**src/rtl/regfile_param.sv**
```systemverilog
`default_nettype none
// ============================================================================
// Module      : regfile_param
// Description : Parametrised register file, DEPTH words of WIDTH bits.
//               One byte-enabled write port and two independent combinational
//               read ports, for the decode stage. Register 0 can be hardwired
//               to zero (ZERO_REG).
//               Optional feature macro: REGFILE_BYPASS_EN
//                 defined   -> same-cycle write-through forwarding to reads
//                 undefined -> reads always return stored contents
// Revision    : 1.0 - initial release
// ============================================================================
module regfile_param #(
  parameter int WIDTH    = 32,
  parameter int DEPTH    = 32,
  parameter bit ZERO_REG = 1'b1,
  localparam int AW      = (DEPTH > 1) ? $clog2(DEPTH) : 1
) (
  input  logic               clk,
  input  logic               reset,
  input  logic               we,
  input  logic [AW-1:0]      waddr,
  input  logic [WIDTH-1:0]   wdata,
  input  logic [WIDTH/8-1:0] wbe,
  input  logic [AW-1:0]      raddr_a,
  input  logic [AW-1:0]      raddr_b,
  output logic [WIDTH-1:0]   rdata_a,
  output logic [WIDTH-1:0]   rdata_b
);

  // Number of byte lanes per register.
  localparam int NB = WIDTH / 8;

  // DEPTH expressed at AW+1 bits so an address can be range-checked without
  // widening it to 32 bits (DEPTH may equal 2**AW).
  localparam logic [AW:0] DEPTH_C = (AW + 1)'(DEPTH);

  // --------------------------------------------------------------------------
  // Elaboration-time parameter sanity
  // --------------------------------------------------------------------------
  if ((WIDTH % 8) != 0 || WIDTH < 8) begin : g_bad_width
    $error("regfile_param: WIDTH must be a non-zero multiple of 8");
  end
  if (DEPTH < 1) begin : g_bad_depth
    $error("regfile_param: DEPTH must be at least 1");
  end

  // --------------------------------------------------------------------------
  // Helpers
  // --------------------------------------------------------------------------
  // True when addr selects a physically present register; non-power-of-two
  // depths leave a hole at the top of the address space that must not wrap.
  function automatic logic addr_in_range(input logic [AW-1:0] addr);
    return ({1'b0, addr} < DEPTH_C);
  endfunction

  // True when addr is the hardwired zero register.
  function automatic logic addr_is_zero_reg(input logic [AW-1:0] addr);
    return ZERO_REG && (addr == '0);
  endfunction

  // Byte-wise merge: lanes with be[k]=1 take new_w, the rest keep old_w.
  function automatic logic [WIDTH-1:0] merge_bytes(
    input logic [WIDTH-1:0] old_w,
    input logic [WIDTH-1:0] new_w,
    input logic [NB-1:0]    be
  );
    logic [WIDTH-1:0] res;
    res = old_w;
    for (int k = 0; k < NB; k++) begin
      if (be[k]) begin
        res[8*k +: 8] = new_w[8*k +: 8];
      end
    end
    return res;
  endfunction

  // --------------------------------------------------------------------------
  // Write qualification
  // --------------------------------------------------------------------------
  // A write is effective only when enabled, out of reset, targeting a real
  // register, and not the hardwired zero register. The same qualifier gates
  // forwarding, so ignored writes are never visible on the read ports.
  logic write_ok;

  // Combine enable, reset and address legality into one write qualifier.
  always_comb begin
    write_ok = we && !reset && addr_in_range(waddr) && !addr_is_zero_reg(waddr);
  end

  // --------------------------------------------------------------------------
  // Storage: one enable flop group per byte lane of every register
  // --------------------------------------------------------------------------
  wire [DEPTH-1:0][WIDTH-1:0] word_q;
  wire [DEPTH-1:0][NB-1:0]    lane_en;

  for (genvar r = 0; r < DEPTH; r++) begin : g_reg
    localparam logic [AW-1:0] IDX = AW'(r);

    if (ZERO_REG && (r == 0)) begin : g_zero
      // No storage: register 0 is a constant.
      assign word_q[r]  = '0;
      assign lane_en[r] = '0;
    end else begin : g_store
      // Lane enable = we & decode(waddr) & wbe[k] (we/reset/range in write_ok).
      assign lane_en[r] = (write_ok && (waddr == IDX)) ? wbe : '0;

      for (genvar k = 0; k < NB; k++) begin : g_lane
        logic [7:0] lane_q;

        // Byte lane flop: reset wins, otherwise load wdata byte when enabled.
        always_ff @(posedge clk) begin
          if (reset) begin
            lane_q <= '0;
          end else if (lane_en[r][k]) begin
            lane_q <= wdata[8*k +: 8];
          end
        end

        assign word_q[r][8*k +: 8] = lane_q;
      end
    end
  end

  // --------------------------------------------------------------------------
  // Read ports
  // --------------------------------------------------------------------------
  logic [WIDTH-1:0] stored_a;
  logic [WIDTH-1:0] stored_b;

  // Port A stored-value mux; out-of-range and zero-register reads return 0.
  always_comb begin
    stored_a = '0;
    if (addr_in_range(raddr_a) && !addr_is_zero_reg(raddr_a)) begin
      stored_a = word_q[raddr_a];
    end
  end

  // Port B stored-value mux; independent copy of the port A logic.
  always_comb begin
    stored_b = '0;
    if (addr_in_range(raddr_b) && !addr_is_zero_reg(raddr_b)) begin
      stored_b = word_q[raddr_b];
    end
  end

`ifdef REGFILE_BYPASS_EN
  // Forwarding: an effective write to the register being read is visible in
  // the same cycle. write_ok already excludes reset and ignored writes, and
  // waddr==raddr implies stored_x is that register's current contents.
  logic fwd_a;
  logic fwd_b;

  // Port A output with write-through merge of enabled bytes.
  always_comb begin
    fwd_a   = write_ok && (waddr == raddr_a);
    rdata_a = fwd_a ? merge_bytes(stored_a, wdata, wbe) : stored_a;
  end

  // Port B output with write-through merge of enabled bytes.
  always_comb begin
    fwd_b   = write_ok && (waddr == raddr_b);
    rdata_b = fwd_b ? merge_bytes(stored_b, wdata, wbe) : stored_b;
  end
`else
  // No forwarding: a same-cycle read of the written register sees old data.
  always_comb begin
    rdata_a = stored_a;
    rdata_b = stored_b;
  end
`endif

endmodule
`default_nettype wire

```
**config.mk**
```make
export PLATFORM = sky130hd
export DESIGN_NAME = regfile_param
export DESIGN_NICKNAME = d
export VERILOG_FILES = /design/src/rtl/regfile_param.sv
export SDC_FILE = /design/constraint.sdc
export NUM_CORES = 2
export LEC_CHECK = 0
export CORE_MARGIN = 8
export CORE_UTILIZATION = 30
export CTS_CLUSTER_DIAMETER = 60
export DETAILED_ROUTE_END_ITERATION = 8
export PLACE_DENSITY = 0.44
export SYNTH_ARGS = -nofsm -noshare
export SYNTH_HDL_FRONTEND = slang
export SYNTH_SLANG_ARGS = --single-unit
export TNS_END_PERCENT = 5
```
**constraint.sdc**
```tcl
create_clock -name clk -period 3 [get_ports clk]
set_input_delay 0.45 -clock clk [delete_from_list [all_inputs] [get_ports clk]]
set_output_delay 0.45 -clock clk [all_outputs]
set_load 0.03 [all_outputs]
```
==> results.txt <==
- The routed design could run at a clock period as short as 3.02 ns.
* Path type of the worst min-delay path: reg -> reg
* Via count of the first global-routing pass: 38700
- Share of total power in the clock network: 48.5%
* Crit path kind: in -> out
* Master cell of the clock root buffer: clkbuf_16
* Max FFs per register: 992
- Gate power share: 10.8%
- Setup violations remaining at the end of the flow were counted as 3.
- Detailed-route via count: 38300
* Destination of the worst register-to-register timing path: g_reg[2].g_store.g_lane[3].lane_q[0]
* Number of H-tree levels: 4
- In this run, distinct cell masters in the synthesized netlist total 28.
- The number of max-slew violations in the final report came to 0.
- The synthesized netlist occupies a cell area of 0.0519 mm².
- The critical path ends at rdata_a[4].
* Num CTS Buffers: 131
- Share of final-layout standard cells stronger than drive strength 1: 30.3%
* Post-detailed-placement half-perimeter wirelength: 123000 µm
* Crit path capture type: primary output
- Static timing analysis puts the maximum clock frequency at 331 MHz.
- The initial utilization of the core area, before any placement, comes to 30.2%.
* First-pass detailed-route iteration total: 5
- Clock-pin slew was measured on the worst setup and hold paths at 0.06 ns.
* First-iteration detailed-routing DRC count: 2499
* Util after Layout: 38.0%
- Sinks on Clock Net: 992
* Number of warning messages in the yosys log: 0
- Largest registers in the final layout: g.g_store.g_lane.lane_q: 992 flops
- Grt total ovfl: 0
* Clock tree from TritonCTS: done
* Max transition margin: 28.6%
- Of the synthesized area, sequential elements account for 38.3%.
* Synthesized flop and latch total: 992
- In the finished design, the share of the clock period the worst path needs comes to 101%.
- For the worst setup path, the data required time is 2.55 ns.
- In the routed design, unresolved DRC markers number 0.
* Worst-case reg-to-reg path depth: 2
- Top reg by flops: g.g_store.g_lane.lane_q
- Final nets: 5052
* Maximum fanout count along the critical path: 11
- Minimum setup slack after placement: -0.538 ns
* Post-synthesis cell type with the largest combined area: dfxtp_1
- Largest net degree at the start of global routing: 182
* CP Launch Point: raddr_a[4]
- The checks that failed: negative setup slack.
- The run finished, with violations left.
* Most frequent cells in the layout: mux2i_1 (1184), nor2_1 (1057), dfxtp_1 (981)
- Routability-driven placement finished with a final weighted congestion of 0.794.
- The floorplan has 152 rows.
- IR analysis of the VDD net gives a maximum drop of 0.000557 V.
* Post-DR vias/cell: 5.17
- Number of nets with antenna violations after routing: 0
- Net count after synthesis: 4744
* Post-synthesis average cell area: 11.1 µm²
* Worst-Skew Late Latency: 0.76 ns
- At the pin with the least slew margin, the transition time is 1.07 ns.
* Ports: 118
- Number of setup buffers added after CTS: 0
- The initial antenna violation count came to 5.
* Count of input and output buffers: 117
- The clock passes through at most 3 buffers.
- Number of instances in the synthesized netlist: 4690
- Top area cells in the synthesized netlist: dfxtp_1 (38%), mux2i_1 (23%), mux4_2 (17%)
- Flop2flop setup slack: 2.29 ns
* Clock skew after layout: 0 ns
* Startpoint class of the critical path: input pin
- Synthesis-to-finish area growth: 25.8%
- Leaving out fill and tap cells, the most frequent cell in the layout is mux2i_1.
- For this block, the routed nets add up to 185000 µm of wire.
- The die is 432 µm tall.
- In this run the power density over the cells is 498 mW/mm².
- Dividing the detail-routed wire length by the instance count gives 24.9 µm.
* Diode insertion count for antenna repair: 0
* Post-synth top area share: 38.3%
* Final worst slack: -0.0231 ns
* Die Span X: 432 µm
- Max-cap violations in this run came to 0.
- Switching power summed over all nets: 8.49 mW
- Worst reg2reg path startpoint: g_reg[2].g_store.g_lane[3].lane_q[0]
- STA puts the critical path data arrival time at 2.57 ns.
- Leak: 25.5 nW
- Cell internal power was estimated by the tool at 24.0 mW.
* Sequential share of power: 40.7%
* Switching power as a share of total power: 26.1%
- Endpoints failing hold: 0
* Area of the die: 0.187 mm²
- Global router's overall resource usage: 19.3%
- After floorplanning, the core was sized to cover 0.172 mm².
* First-pass GRT wire length: 272000 µm
- RSZ-0062 raised after global routing: true
## cell type report
type,instances,area [µm²]
clock buffers,191,3920
repair buffers,625,7180
flip-flops and latches,992,19900
fillers,16700,106000
multi-input cells,3248,31000
well taps,2310,2890
clock inverters,41,410
## cells by family after synthesis
group | after synthesis | share of synthesized area, %
and+or+nand+nor | 1296 | 12.3
muxes | 1696 | 42.3
AOI/OAI and AO/OA | 256 | 3.39
buffers and inverters | 450 | 3.74
DFF | 992 | 38.3
## routing by layer
metal | wire length (µm) | global-route usage [%] | share of wire [%] | vias to the layer above
li1 | - | - | - | 17800
met1 | 84000 | 26.0 | 45 | 19400
met2 | 89000 | 32.6 | 48 | 756
met3 | 6590 | 2.51 | 3.6 | 251
met4 | 5000 | 5.37 | 2.7 | 6
met5 | 40 | 0 | 0.022 | -
## critical path: stages
cell and delay, ns:
clkdlybuf4s50_1 0.51, or2_2 0.36, buf_12 0.16, buf_4 0.22, a2111oi_1 0.30, buf_4 0.20
nor3_2 0.04, buf_4 0.16, buf_12 0.14
## worst min-delay path by stage
| stage | start | to | slack, ns | cells after the start |
|---|---|---|---|---|
| 3_5_place_dp | g_reg[25].g_store.g_lane[1].lane_q[6] | g_reg[25].g_store.g_lane[1].lane_q[6] | 0.50 | 2 |
| 4_1_cts | reset | g_reg[15].g_store.g_lane[3].lane_q[0] | 0.46 | 3 |
| 6_report | g_reg[29].g_store.g_lane[1].lane_q[7] | g_reg[29].g_store.g_lane[1].lane_q[7] | 0.50 | 2 |
| 5_1_grt | reset | g_reg[13].g_store.g_lane[3].lane_q[0] | 0.50 | 3 |
| 2_1_floorplan | g_reg[12].g_store.g_lane[1].lane_q[0] | g_reg[12].g_store.g_lane[1].lane_q[0] | 0.47 | 2 |
| 3_3_place_gp | g_reg[25].g_store.g_lane[3].lane_q[6] | g_reg[25].g_store.g_lane[3].lane_q[6] | 0.48 | 2 |
## synth_stat cells, drive strengths merged
cell,number
or3,24
or3b,5
clkbuf,285
nand2b,12
nand4,12
nand3b,15
mux2i,1184
o22ai,192
buf,165
nand3,6
nor3,152
mux2,128
nand2,4
or2,3
mux4,384
a2111oi,64
and2,1
dfxtp,992
nor2b,2
nor3b,3
nor2,1057
## power by group through the flow
stage          clock network, mW  registers [mW]  logic, mW
2_1_floorplan                  0            13.5       1.63
3_3_place_gp                   0            13.5       3.46
3_5_place_dp                   0            13.5       3.46
4_1_cts                     16.2            13.2       3.53
5_1_grt                     16.8            13.2       3.67
6_report                    15.8            13.2       3.52
## per-stage QoR
stage	TNS (ns)	hold slack [ns]	power, mW	instances	area, µm²
2_1_floorplan	0	0.472	15.1	4690	51900
3_3_place_gp	-9.70	0.484	17.0	7173	60000
3_5_place_dp	-7.80	0.496	17.0	7174	60000
4_1_cts	-0.850	0.465	33.0	7407	65000
5_1_grt	-0.412	0.499	33.7	7407	65300
6_report	-0.0305	0.497	32.5	7407	65300
## timing repair
| item | CTS | global route |
|---|---|---|
| hold buffers | 1 | 0 |
| cloned | 0 | 0 |
| endpoints found under the setup margin | 61 | 45 |
| resized for setup | 140 | 72 |
| pin swaps | 2 | 1 |
| endpoints found under the hold margin | 9 | 0 |
Power figures use the tool's default switching activity.
